$ cat src/rtl/hamming_pkg.sv
// Shared Hamming(7,4) definitions: widths, codeword bit positions, receiver
// FSM states and the syndrome/extract helpers used by the decoder.
package hamming_pkg;

    localparam int CODE_W = 7;
    localparam int DATA_W = 4;

    // Bit index within the received codeword (bit k is position k+1).
    localparam int P1_IDX = 0;
    localparam int P2_IDX = 1;
    localparam int D1_IDX = 2;
    localparam int P3_IDX = 3;
    localparam int D2_IDX = 4;
    localparam int D3_IDX = 5;
    localparam int D4_IDX = 6;

    typedef enum logic [1:0] {
        IDLE,
        SHIFT,
        DECODE
    } rx_state_t;

    // {s3,s2,s1}: the 1-based position of a single flipped bit, 0 when clean.
    function automatic logic [2:0] hamming_syndrome(input logic [CODE_W-1:0] cw);
        logic s1, s2, s3;
        s1 = cw[P1_IDX] ^ cw[D1_IDX] ^ cw[D2_IDX] ^ cw[D4_IDX];
        s2 = cw[P2_IDX] ^ cw[D1_IDX] ^ cw[D3_IDX] ^ cw[D4_IDX];
        s3 = cw[P3_IDX] ^ cw[D2_IDX] ^ cw[D3_IDX] ^ cw[D4_IDX];
        return {s3, s2, s1};
    endfunction

    function automatic logic [DATA_W-1:0] hamming_extract(input logic [CODE_W-1:0] cw);
        return {cw[D4_IDX], cw[D3_IDX], cw[D2_IDX], cw[D1_IDX]};
    endfunction

endpackage

$ cat src/rtl/hamming74_correct.sv
// Combinational Hamming(7,4) syndrome and single-bit corrector; also used
// standalone by the encoder side for its self-check.
module hamming74_correct
    import hamming_pkg::*;
#(
    parameter int CORRECT = 1
) (
    input  logic [6:0] codeword,
    output logic [3:0] data,
    output logic [2:0] syndrome
);

    logic [6:0] fixed;

    assign syndrome = hamming_syndrome(codeword);

    // Flipping a parity position is harmless: extract ignores those bits.
    always_comb begin
        fixed = codeword;
        if (CORRECT != 0 && syndrome != 3'd0) begin
            fixed[syndrome - 3'd1] = ~codeword[syndrome - 3'd1];
        end
    end

    assign data = hamming_extract(fixed);

endmodule

$ cat src/rtl/hamming74_serial_rx.sv
// Serial Hamming(7,4) receiver: LSB-first deserializer, one-cycle decode and
// a single-entry valid/ready output register with overrun/abort pulses.
module hamming74_serial_rx
    import hamming_pkg::*;
#(
    parameter int CORRECT = 1
) (
    input  logic       clk,
    input  logic       reset,
    input  logic       serial_in,
    input  logic       bit_valid,
    input  logic       frame_start,
    output logic [3:0] data_out,
    output logic       out_valid,
    input  logic       out_ready,
    output logic [2:0] syndrome,
    output logic       err_flag,
    output logic       overrun,
    output logic       frame_abort
);

    rx_state_t  state, state_next;
    logic [2:0] count, count_next;
    logic [6:0] shreg, shreg_next;
    logic       abort_next;
    logic       load;
    logic [3:0] dec_data;
    logic [2:0] dec_syn;

    hamming74_correct #(.CORRECT(CORRECT)) u_correct (
        .codeword (shreg),
        .data     (dec_data),
        .syndrome (dec_syn)
    );

    always_ff @(posedge clk or negedge reset) begin
        if (!reset) begin
            state <= IDLE;
            count <= '0;
            shreg <= '0;
        end else begin
            state <= state_next;
            count <= count_next;
            shreg <= shreg_next;
        end
    end

    // Bits enter at the MSB and shift right, so bit 0 lands in shreg[0]
    // after the seventh accepted bit.
    always_comb begin
        state_next = state;
        count_next = count;
        shreg_next = shreg;
        abort_next = 1'b0;
        case (state)
            IDLE: begin
                if (bit_valid && frame_start) begin
                    state_next = SHIFT;
                    count_next = 3'd1;
                    shreg_next = {serial_in, 6'd0};
                end
            end
            SHIFT: begin
                if (bit_valid) begin
                    if (frame_start) begin
                        abort_next = 1'b1;
                        count_next = 3'd1;
                        shreg_next = {serial_in, 6'd0};
                    end else begin
                        shreg_next = {serial_in, shreg[6:1]};
                        count_next = count + 3'd1;
                        if (count == 3'd6) begin
                            state_next = DECODE;
                        end
                    end
                end
            end
            DECODE: begin
                if (bit_valid && frame_start) begin
                    state_next = SHIFT;
                    count_next = 3'd1;
                    shreg_next = {serial_in, 6'd0};
                end else begin
                    state_next = IDLE;
                    count_next = '0;
                end
            end
            default: begin
                state_next = IDLE;
                count_next = '0;
            end
        endcase
    end

    assign load = (state == DECODE) && (!out_valid || out_ready);

    always_ff @(posedge clk or negedge reset) begin
        if (!reset) begin
            data_out    <= '0;
            syndrome    <= '0;
            err_flag    <= 1'b0;
            out_valid   <= 1'b0;
            overrun     <= 1'b0;
            frame_abort <= 1'b0;
        end else begin
            overrun     <= (state == DECODE) && !load;
            frame_abort <= abort_next;
            if (load) begin
                data_out  <= dec_data;
                syndrome  <= dec_syn;
                err_flag  <= |dec_syn;
                out_valid <= 1'b1;
            end else if (out_valid && out_ready) begin
                out_valid <= 1'b0;
            end
        end
    end

endmodule

$ cat config.mk
export PLATFORM = sky130hd
export DESIGN_NAME = hamming74_serial_rx
export DESIGN_NICKNAME = d
export VERILOG_FILES = /design/src/rtl/hamming_pkg.sv /design/src/rtl/hamming74_correct.sv /design/src/rtl/hamming74_serial_rx.sv
export SDC_FILE = /design/constraint.sdc
export NUM_CORES = 1
export LEC_CHECK = 0
export BUFFER_PORTS_ARGS = -buffer_cell sky130_fd_sc_hd__buf_2
export CAP_MARGIN = 10
export CORE_MARGIN = 2
export CORE_UTILIZATION = 36
export CTS_CLUSTER_SIZE = 16
export DETAILED_ROUTE_END_ITERATION = 7
export PLACE_DENSITY = 0.51
export SKIP_LAST_GASP = 1
export SYNTH_ARGS = -nofsm -noshare
export SYNTH_HDL_FRONTEND = slang
export SYNTH_SLANG_ARGS = --single-unit
$ cat constraint.sdc
create_clock -name clk -period 6.4 [get_ports clk]
set_input_delay 0.32 -clock clk [delete_from_list [all_inputs] [get_ports clk]]
set_output_delay 0.32 -clock clk [all_outputs]
set_load 0.02 [all_outputs]
== Word level (Yosys, flattened, before mapping) ==
Index checks and enable logic that the tools add are counted.

* Bitwise logic cells: 10
* Add/sub/neg operators: 2
* Magnitude comparators: 2
* Multiplexer cells: 26
* Reduce and logical (&&, ||, !) cells: 17
* Equal/unequal tests: 8

{| class="wikitable"
|+ Operators by type and width
! kind !! number
|-
| 2-to-1 mux 7 bit || 3
|-
| one-hot mux 7 bit (2 select lines) || 1
|-
| 2-to-1 mux 1 bit || 9
|-
| 2-to-1 mux 3 bit || 3
|-
| one-hot mux 3 bit (3 select lines) || 1
|-
| bitwise XOR 1 bit || 9
|-
| 2-to-1 mux 2 bit || 4
|-
| != test 2 bit, second input constant || 4
|-
| bitwise mux 7 bit || 1
|-
| 2-to-1 mux 6 bit || 1
|-
| one-hot mux 2 bit (3 select lines) || 1
|-
| logical AND 1 bit || 5
|-
| less-than comparator 3 x 4 -> 1 bit, second input constant || 1
|-
| AND reduction 4 bit || 1
|-
| nonzero test 2 bit || 2
|-
| adder 3 x 1 -> 3 bit, second input constant || 1
|-
| binary-select mux 1 bit (select 3 bit) || 1
|-
| demux 1 bit (select 3 bit) || 1
|-
| == test 3 bit, second input constant || 1
|-
| >= comparator 3 x 1 -> 1 bit, second input constant || 1
|-
| AND reduction 3 bit || 1
|-
| nonzero test 3 bit || 1
|-
| OR reduction 3 bit || 1
|-
| subtractor 3 x 1 -> 3 bit, second input constant || 1
|-
| other kinds (9) || 10
|}

* Output and inout port bits: 11
* Register bits: 23
* Logic and storage cells: 74
* Input port bits: 6

== Depth between registers and ports, before layout ==
Gate-level depths: netlist (run 1).

* Depth in word-level cells: 10
* Depth in mapped cells: 9

== By module ==
From an unflattened synthesis (run 1), not the netlist that was laid out.

* Cells, all modules: 109
* Area, all modules: 1217.4 um2

{| class="wikitable"
|+ By module, submodules not included
! module !! area an instance (um2) !! cells an instance !! seq. area each (um2) !! instances
|-
| hamming74_serial_rx || 1012.2 || 86 || 575.6 || 1
|-
| hamming74_correct || 205.2 || 23 || 0.0 || 1
|}

== Worst setup path after synthesis (run 1) ==
OpenSTA, ideal clock, no wires.

* Path kind: register -> register
* From: register shreg[4]
* To: register data_out[2]
* Cell stages (with the launch flop): 10
* Slack: 4030 ps
* Clock period less this slack: 2370 ps
* Library setup time: 125 ps
* Arrival: 2245 ps
* Path through: dfrtp_1 buf_6 xor2_1 xnor2_1 ha_1 ha_1 ha_1 nor4bb_1 xor2_1 mux2_4

* Longest elaborated chain between the ends: 10
* Elaborated cells on any way between the ends: 17

{| class="wikitable"
|+ Ends and longest elaborated chain
! item !! line !! text
|-
| start, declared || hamming74_serial_rx.sv:24 || <nowiki>logic [6:0] shreg, shreg_next;</nowiki>
|-
| start signal, assigned || hamming74_serial_rx.sv:44 || <nowiki>shreg <= shreg_next;</nowiki>
|-
| bitwise XOR 1 bit (3 in a row) || hamming_pkg.sv:28 || <nowiki>s3 = cw[P3_IDX] ^ cw[D2_IDX] ^ cw[D3_IDX] ^ cw[D4_IDX];</nowiki>
|-
| subtractor 3 x 1 -> 3 bit || hamming74_correct.sv:21 || <nowiki>fixed[syndrome - 3'd1] = ~codeword[syndrome - 3'd1];</nowiki>
|-
| less-than comparator 3 x 4 -> 1 bit (implied by the code) or >= comparator 3 x 1 -> 1 bit (tied branches) || hamming74_correct.sv:21 ||
|-
| logical AND 1 bit (implied by the code) || hamming74_correct.sv:21 ||
|-
| 2-to-1 mux 1 bit (implied by the code) || hamming74_correct.sv:21 ||
|-
| demux 1 bit (select 3 bit) || - ||
|-
| bitwise mux 7 bit || hamming74_correct.sv:21 ||
|-
| 2-to-1 mux 7 bit (*) || hamming74_correct.sv:20 || <nowiki>if (CORRECT != 0 && syndrome != 3'd0) begin</nowiki>
|-
| end signal, assigned || hamming74_serial_rx.sv:109 || <nowiki>data_out <= dec_data;</nowiki>
|-
| end, declared || hamming74_serial_rx.sv:13 || <nowiki>output logic [3:0] data_out,</nowiki>
|}

Every way passes the cells marked *; elsewhere a longest branch is shown, timed or not. The select of a mux whose other input is x is not followed.
A chain may end at the register's enable or synchronous reset.

== Worst setup path in the final report (run 1) ==
Ends and elaborated chain as after synthesis.

==> impl_metrics.py, run 1 <==
metrics = {
    "clock_tree": {
        "clockBufferDepth": 2,
        "cts_made_buffers": 3,
        "cts_setup_buffers": 0,
        "insertion_delay_ns": 0.27,
        "cts_root_buffer": "clkbuf_8",
        "clkTransAtPathRegs_ns": 0.08,
        "post_cts_resized": 0,
        "cts.sinks": 23,
        "hold_buffers": 0,
        "cts_max_level": 1,
        "cts_tree": "yes",
    },
    "global_routing": {
        "use_met1": 0.154,
        "grt_overflow": 0,
        "antenna_found_initial": 0,
        "grt_use_total": 0.129,
        "grt_pass1_wl_mm": 4.05,
        "grt_max_degree": 24,
        "busiest_layer": "met2",
        "gr-usage-met2": 0.215,
        "grt_util_met3": 0.0365,
        "grt_pass1_vias": 849,
    },
    "layout": {
        "n_antenna_cell": 0,
        "final_nets": 144,
        "fillerInstances": 353,
        "syn_to_final_growth_pct": 8.50,
        "stdcell_count": 180,
        "multiInputGateArea_um2": 651,
        "final_cell_area_um2": 1440,
        "mostFrequentLayoutCells": "dfrtp_1 (23), buf_2 (16), nand2_1 (10)",
        "post_route_cells_drive_above_1_share": 0.235,
        "layout_commonest_cell": "dfrtp_1",
        "finish.utilization": 0.399,
        "register_area_um2": 576,
    },
    "pwr": {
        "leakagePower_uw": 0.000705,
        "finalPower_uw": 505,
        "ir_drop_mv": 0.143,
        "powerDensity_nw_per_um2": 351,
    },
    "yosys": {
        "syn_area_um2": 1330,
        "ys_top_cells_by_area": "dfrtp_1 (43%), mux2_4 (5.7%), ha_1 (4.7%)",
        "synth-seq-cells": 23,
        "syn_avg_cell_area_um2": 11.1,
        "synth.yosys.warnings": 0,
        "synth.distinct_cells": 37,
        "yosysTopAreaCellShare": 0.434,
        "ys_seq_area_frac": 0.434,
        "syn_nets": 130,
        "synth_cells": 119,
        "yosysTopAreaCell": "dfrtp_1",
    },
    "worst_setup_path": {
        "crit_required_ns": 6.56,
        "cp-end-kind": "flip-flop",
        "cp-start-kind": "flip-flop",
        "cp_max_fo": 6,
        "cp.arrival_ns": 2.70,
        "critical_path_class": "reg -> reg",
    },
    "sta": {
        "slew_violations": 0,
        "max_freq_ghz": 0.393,
        "rsz0062_at_grt": "false",
        "fin_setup_tns_ns": 0,
        "hold_viol": 0,
        "period_minus_slack_ns": 2.54,
        "finalSetupViolations": 0,
        "max_slew_margin": 0.638,
        "period_share": 0.397,
        "skew_ns": 0.00514,
        "worstMarginPinSlew_ns": 0.543,
    },
    "drt": {
        "drt_wl_total_mm": 2.36,
        "vias": 854,
        "dr.pass1.iters": 4,
        "viasPerCell": 4.74,
        "wl_per_cell_um": 13.1,
        "drc": 0,
        "drt_iter0_drc": 49,
        "antenna_left": 0,
    },
    "die": {
        "fp.dieW_um": 64.7,
        "core-area_um2": 3610,
        "start_util": 0.367,
        "dieArea_um2": 4180,
        "io_pins": 17,
        "fp-row-count": 22,
        "die_y_um": 64.7,
    },
    "outcome": {
        "status": "completed",
    },
    "placed_design": {
        "portBuffers": 16,
        "place_area_um2": 1390,
        "place_congestion": 0.721,
        "dp_cells": 176,
        "hpwlAfterDp_mm": 1.65,
    },
    "worst_hold_path": {
        "hold_class": "in -> async",
    },
    "run": {
        "max_cap_viol_count": 0,
    },
}
-- cell usage after synthesis --
cell type / instances
o22ai_1: 1
xnor2_1: 7
buf_4: 1
nor2_1: 3
mux2_4: 5
buf_2: 1
nand2_1: 10
nand2b_1: 2
a21boi_0: 1
dfrtp_1: 23
nand3_1: 1
nor2_2: 1
nor4bb_1: 1
nor2b_4: 1
and4b_1: 2
a211oi_1: 1
and2b_1: 4
a21oi_1: 8
nor2b_1: 2
nor4b_1: 2
buf_6: 4
ha_1: 5
a21oi_2: 1
o21bai_1: 1
nand3b_1: 1
nand2b_4: 1
a21bo_4: 1
and2_2: 1
a21o_1: 1
inv_1: 7
and3b_1: 1
xor2_1: 4
buf_8: 1
o21ai_1: 6
o2bb2ai_1: 1
nor4_2: 1
mux2i_1: 5
-- cell families (layout without fill, tap and decap cells) --
logic type	count (synthesis)	after routing	share of synthesized area
and+or+nand+nor	34	34	0.171
muxes	10	10	0.0944
buffers and inverters	14	27	0.0746
AOI/OAI and AO/OA	22	22	0.106
adders and majority gates	5	5	0.0472
DFF	23	23	0.434
xor gates and xnor gates	11	11	0.0727
-- critical path: stages (launching register included) --
cell,delay [ns]
dfrtp_1,0.46
xor2_1,0.18
xnor2_1,0.14
ha_1,0.36
ha_1,0.21
ha_1,0.32
nor4bb_1,0.37
xor2_1,0.12
mux2_4,0.27
-- path summary, 6_finish.rpt --
path / from / endpoint / slack (ns) / cells past startpoint
setup reg to reg: shreg[4]$_DFFE_PN0P_ / data_out[2]$_DFFE_PN0P_ / 3.86 / 8
min in group clk: serial_in / shreg[6]$_DFFE_PN0P_ / 0.28 / 2
setup / recovery: shreg[4]$_DFFE_PN0P_ / data_out[2]$_DFFE_PN0P_ / 3.86 / 8
hold reg to reg: data_out[2]$_DFFE_PN0P_ / data_out[2]$_DFFE_PN0P_ / 0.52 / 1
max in group asynchronous: reset / count[2]$_DFFE_PN0P_ / 6.02 / 1
hold / removal: reset / err_flag$_DFFE_PN0P_ / 0.02 / 1
-- registers in the layout, summed over array words and instances (netlist names), 2 cells and up --
| register | cells |
|---|---|
| count | 3 |
| syndrome | 3 |
| shreg | 7 |
| data_out | 4 |
| state | 2 |
-- routing by layer --
layer	vias to the layer above	share of wire	wire, µm
li1	426	-	-
met4	0	0.017	40
met3	4	0.034	79
met5	-	0	0
met2	12	0.48	1130
met1	412	0.47	1110
-- report_power, final --
part	switching [µW]	internal (µW)
combinational	104	106
sequential	35.8	168
clock	46.7	44.5
total	187	318
-- layout make-up --
class / count / area share
multi-input combinational: 82 / 0.453
sequential: 23 / 0.400
timing repair buffer: 16 / 0.0557
tap: 48 / 0.0418
clock buffer: 4 / 0.0313
inverter: 7 / 0.0183
-- through the flow --
step	setup WS [ns]	hold slack, ns
floorplan	4.03	0.0244
global placement	3.88	0.329
detailed placement	3.86	0.336
CTS	3.84	0.0411
global route	3.70	0.0610
finish	3.86	0.0210
No activity file was read; power rests on OpenSTA's default activity.
==> run 2, diff against run 1 <==
Clock period 6.4 ns to 2.5 ns, I/O delays scaled along.
==> run 2 against run 1 <==
First-iteration DRC count decreased by 39%. Maximum frequency increased by 11%. Sequential power increased to 2.5 times the previous value. Cell area increased by 3.6%. Clock power increased to 2.5 times the previous value. Combinational power increased to 3.2 times the previous value. Via count increased by 1.9%. Global-route usage about the same. Critical path type unchanged. Largest cell class unchanged.
==> impl_metrics.py, run 2 (synthesized netlist as in run 1, its figures left out) <==
metrics = {
    "run": {
        "max_cap_viol_count": 0,
    },
    "pwr": {
        "finalPower_uw": 1410,
        "p_int_uw": 892,
        "p_seq_frac": 0.366,
        "p_switching_uw": 521,
        "combPwrFrac": 0.472,
        "p_clk_frac": 0.163,
        "powerDensity_nw_per_um2": 949,
        "leakagePower_uw": 0.000724,
        "swShare": 0.369,
        "ir_drop_mv": 0.374,
    },
    "clock_tree": {
        "insertion_delay_ns": 0.26,
        "clockBufferDepth": 2,
        "cts_tree": "yes",
        "clkTransAtPathRegs_ns": 0.08,
        "cts_max_level": 1,
        "cts_setup_buffers": 0,
        "cts_root_buffer": "clkbuf_8",
        "cts_made_buffers": 3,
        "cts.sinks": 23,
    },
    "sta": {
        "fin_setup_tns_ns": 0,
        "finalSetupViolations": 0,
        "rsz0062_at_grt": "false",
        "skew_ns": 0.00167,
        "max_freq_ghz": 0.436,
        "period_minus_slack_ns": 2.29,
        "period_share": 0.917,
        "hold_viol": 0,
        "worstMarginPinSlew_ns": 0.534,
        "slew_violations": 0,
        "max_slew_margin": 0.644,
    },
    "worst_setup_path": {
        "critical_path_class": "reg -> reg",
        "cp-end-kind": "flip-flop",
        "cp_max_fo": 4,
        "reg2reg_depth": 8,
        "cp-start-kind": "flip-flop",
        "cp.arrival_ns": 2.44,
        "crit_required_ns": 2.65,
    },
    "drt": {
        "dr.pass1.iters": 3,
        "viasPerCell": 4.75,
        "antenna_left": 0,
        "drc": 0,
        "wl_per_cell_um": 12.9,
        "drt_wl_total_mm": 2.35,
        "vias": 870,
        "drt_iter0_drc": 30,
    },
    "layout": {
        "post_route_cells_drive_above_1_share": 0.274,
        "layout_commonest_cell": "dfrtp_1",
        "top_regs": "shreg x7, data_out x4",
        "regMostFlops": "shreg",
        "finish.utilization": 0.413,
        "stdcell_count": 183,
        "final_cell_area_um2": 1490,
        "largest_register_ffs": 7,
        "n_antenna_cell": 0,
        "mostFrequentLayoutCells": "dfrtp_1 (23), buf_2 (16), nand2_1 (10)",
        "final_nets": 147,
        "syn_to_final_growth_pct": 12.4,
    },
    "die": {
        "fp.dieW_um": 64.7,
        "core-area_um2": 3610,
        "die_y_um": 64.7,
        "start_util": 0.367,
        "dieArea_um2": 4180,
        "io_pins": 17,
        "fp-row-count": 22,
    },
    "placed_design": {
        "place_congestion": 0.737,
        "hpwlAfterDp_mm": 1.70,
        "dp_cells": 178,
        "portBuffers": 16,
        "place_area_um2": 1410,
    },
    "worst_hold_path": {
        "hold_class": "in -> reg",
        "hold_depth": 2,
    },
    "global_routing": {
        "grt_overflow": 0,
        "antenna_found_initial": 0,
        "grt_pass1_wl_mm": 4.15,
        "grt_max_degree": 24,
        "grt_use_total": 0.129,
        "grt_pass1_vias": 879,
    },
    "outcome": {
        "status": "completed",
    },
}
run 2: cell types whose count changed in the layout (fill, tap and decap cells not counted):
cell / change
nor4b_2: +1
ha_1: -1
nor4bb_2: +1
clkinv_2: +1
nor4b_1: -1
dlygate4sd3_1: +1
clkbuf_1: -1
ha_4: +1
buf_4: +2
nor4bb_1: -1
run 2: what timing repair did:
| item | 4_1_cts | 5_1_grt |
|---|---|---|
| resized for setup | 0 | 3 |
| hold endpoints to repair | 23 | 0 |
| setup endpoints to repair | 0 | 3 |
| hold buffers | 1 | 0 |
run 2: power by group through the flow:
stage,Clock [µW],Combinational (µW),Sequential [µW]
floorplan,0,517,489
global placement,0,558,522
detailed placement,0,575,524
CTS,241,580,516
global route,259,745,532
finish,230,666,516
run 2: worst paths after layout:
| kind | startpoint | to | slack, ns |
|---|---|---|---|
| worst max-delay path | shreg[0]$_DFFE_PN0P_ | data_out[2]$_DFFE_PN0P_ | 0.21 |
| worst min-delay path | serial_in | shreg[6]$_DFFE_PN0P_ | 0.09 |
| worst max register to register | shreg[0]$_DFFE_PN0P_ | data_out[2]$_DFFE_PN0P_ | 0.21 |
| worst min register to register | err_flag$_DFFE_PN0P_ | err_flag$_DFFE_PN0P_ | 0.52 |
| max in group asynchronous | reset | syndrome[2]$_DFFE_PN0P_ | 1.79 |
| min in group asynchronous | reset | syndrome[0]$_DFFE_PN0P_ | 0.37 |
run 2: worst max-delay path, stage by stage (launching register included):
cell and delay (ns):
dfrtp_1 0.40, xor2_1 0.17, xnor2_1 0.13, ha_1 0.31, ha_1 0.22, ha_4 0.24, nor4bb_2 0.34, xor2_1 0.11
mux2_4 0.26
run 2: area by class of cell:
class                      count  area [µm²]
clock buffer                   3        41.3
multi-input combinational     82         676
fill                         369        2120
inverter                       7        26.3
clock inverter                 1        5.00
sequential                    23         576
timing repair buffer          19         105
tap                           48        60.1
run 2: through the flow:
stage                     hold WS (ns)  worst slack (ns)
after global placement           0.126             0.124
after CTS                       0.0865            0.0788
final                           0.0914             0.208
after global routing            0.0799            0.0769
after detailed placement         0.134             0.108
after floorplan                 -0.171             0.130
run 2: per-layer routing:
| metal | GRT usage | vias up | part of all wire |
|---|---|---|---|
| li1 | - | 432 | - |
| met1 | 0.151 | 425 | 0.46 |
| met2 | 0.227 | 11 | 0.50 |
| met3 | 0.0365 | 2 | 0.028 |
| met4 | 0.0399 | 0 | 0.010 |
| met5 | 0 | - | 0 |
==> run 3, diff against run 2 <==
Settings changed: REMOVE_ABC_BUFFERS set to 1.
==> run 3 against run 2 <==
Sequential share of layout area up 0.53 points. Setup slack worse by 0.061 ns. Cell area down 1.3%. Cell count unchanged. Critical path depth unchanged. Maximum frequency down 2.6%. Hold slack about the same. Die area unchanged. Non-clock buffer count unchanged. Utilization down 0.56 points. Via count down 0.23%.
==> impl_metrics.py, run 3 (synthesized netlist as in run 1, its figures left out) <==
metrics = {
    "clock_tree": {
        "cts_tree": "yes",
        "cts.sinks": 23,
        "clockBufferDepth": 2,
        "insertion_delay_ns": 0.26,
        "cts_setup_buffers": 0,
        "cts_max_level": 1,
        "cts_root_buffer": "clkbuf_8",
        "clkTransAtPathRegs_ns": 0.08,
        "cts_made_buffers": 3,
    },
    "placed_design": {
        "place_area_um2": 1410,
        "hpwlAfterDp_mm": 1.67,
        "portBuffers": 16,
        "place_congestion": 0.770,
    },
    "sta": {
        "fin_setup_tns_ns": 0,
        "finalSetupViolations": 0,
        "max_freq_ghz": 0.425,
        "period_minus_slack_ns": 2.35,
        "slew_violations": 0,
        "max_slew_margin": 0.632,
        "skew_ns": 0.00214,
        "worstMarginPinSlew_ns": 0.553,
        "period_share": 0.941,
        "rsz0062_at_grt": "false",
        "hold_viol": 0,
    },
    "worst_setup_path": {
        "cp_max_fo": 4,
        "critical_path_class": "reg -> reg",
        "r2r_start": "shreg[0]$_DFFE_PN0P_",
        "reg2reg_depth": 8,
        "worst-r2r-setup-slack_ns": 0.15,
        "cp.arrival_ns": 2.51,
        "crit-reg2reg-capture": "data_out[2]$_DFFE_PN0P_",
        "crit_required_ns": 2.65,
        "cp-start-kind": "flip-flop",
        "cp-end-kind": "flip-flop",
    },
    "outcome": {
        "status": "completed",
    },
    "run": {
        "max_cap_viol_count": 0,
    },
    "drt": {
        "wl_per_cell_um": 12.8,
        "dr.pass1.iters": 4,
        "drc": 0,
        "vias": 868,
        "drt_iter0_drc": 24,
        "antenna_left": 0,
        "viasPerCell": 4.74,
        "drt_wl_total_mm": 2.35,
    },
    "worst_hold_path": {
        "hold_depth": 2,
        "min_from": "serial_in",
        "hold_class": "in -> reg",
        "hold_end": "shreg[6]$_DFFE_PN0P_",
    },
    "layout": {
        "fillerInstances": 351,
        "layout_commonest_cell": "dfrtp_1",
        "register_area_um2": 576,
        "top_regs": "shreg x7, data_out x4",
        "largest_register_ffs": 7,
        "mostFrequentLayoutCells": "dfrtp_1 (23), buf_2 (16), nand2_1 (10)",
        "final_nets": 147,
        "syn_to_final_growth_pct": 10.9,
        "regMostFlops": "shreg",
        "final_cell_area_um2": 1470,
        "n_antenna_cell": 0,
        "multiInputGateArea_um2": 657,
        "post_route_cells_drive_above_1_share": 0.252,
    },
    "die": {
        "fp.dieW_um": 64.7,
        "fp-row-count": 22,
        "io_pins": 17,
        "start_util": 0.367,
        "dieArea_um2": 4180,
        "core-area_um2": 3610,
        "die_y_um": 64.7,
    },
    "global_routing": {
        "grt_overflow": 0,
        "grt_use_total": 0.124,
        "grt_max_degree": 24,
        "grt_pass1_vias": 875,
        "grt_pass1_wl_mm": 4.01,
        "antenna_found_initial": 0,
    },
    "pwr": {
        "leakagePower_uw": 0.000721,
        "ir_drop_mv": 0.536,
        "powerDensity_nw_per_um2": 916,
    },
}
[run 3: through the flow]
step                      power (µW)  hold slack [ns]  utilization  cells  setup WS, ns
final                           1350           0.0912        0.407    183         0.146
after global routing            1440           0.0912        0.407    183        0.0290
after CTS                       1350           0.0894        0.406    183       0.00203
after detailed placement        1100            0.142        0.390    178        0.0981
after global placement          1080            0.133        0.390    178         0.164
after floorplan                  951           -0.171            -    112         0.150
[run 3: area by class of cell]
cell class              instances  area share
clock buffers                   4      0.0307
inverters                       7      0.0179
multi-input cells              82       0.447
flip-flops and latches         23       0.392
well taps                      48      0.0409
repair buffers                 19      0.0716
[run 3: where the power goes]
group          switching, µW  internal (µW)
sequential              86.4            429
clock                    119            114
combinational            300            297
[run 3: worst max-delay path, stage by stage, from the launching register on]
cell	delay, ns
dfrtp_1	0.41
xor2_1	0.17
xnor2_1	0.12
ha_1	0.30
ha_1	0.19
ha_1	0.33
nor4bb_1	0.33
xor2_1	0.13
mux2_4	0.27
[run 3: routing by layer]
metal	global-route usage	vias to the layer above	routed length [µm]
met4	0.0426	0	57
met5	0	-	0
li1	-	433	-
met2	0.212	20	1110
met1	0.149	409	1070
met3	0.0365	6	113
[run 3: what timing repair did]
item                       CTS  global route
hold endpoints to repair    23             0
hold buffers                 1             0
setup endpoints to repair    0             1
resized for setup            0             1
[run 3: worst max path at each step]
stage / startpoint / endpoint
CTS: shreg[0]$_DFFE_PN0P_ / data_out[0]$_DFFE_PN0P_
finish: shreg[0]$_DFFE_PN0P_ / data_out[2]$_DFFE_PN0P_
floorplan: shreg[4]$_DFFE_PN0P_ / data_out[2]$_DFFE_PN0P_
global route: shreg[0]$_DFFE_PN0P_ / data_out[2]$_DFFE_PN0P_
detailed placement: shreg[0]$_DFFE_PN0P_ / data_out[0]$_DFFE_PN0P_
global placement: shreg[0]$_DFFE_PN0P_ / data_out[0]$_DFFE_PN0P_
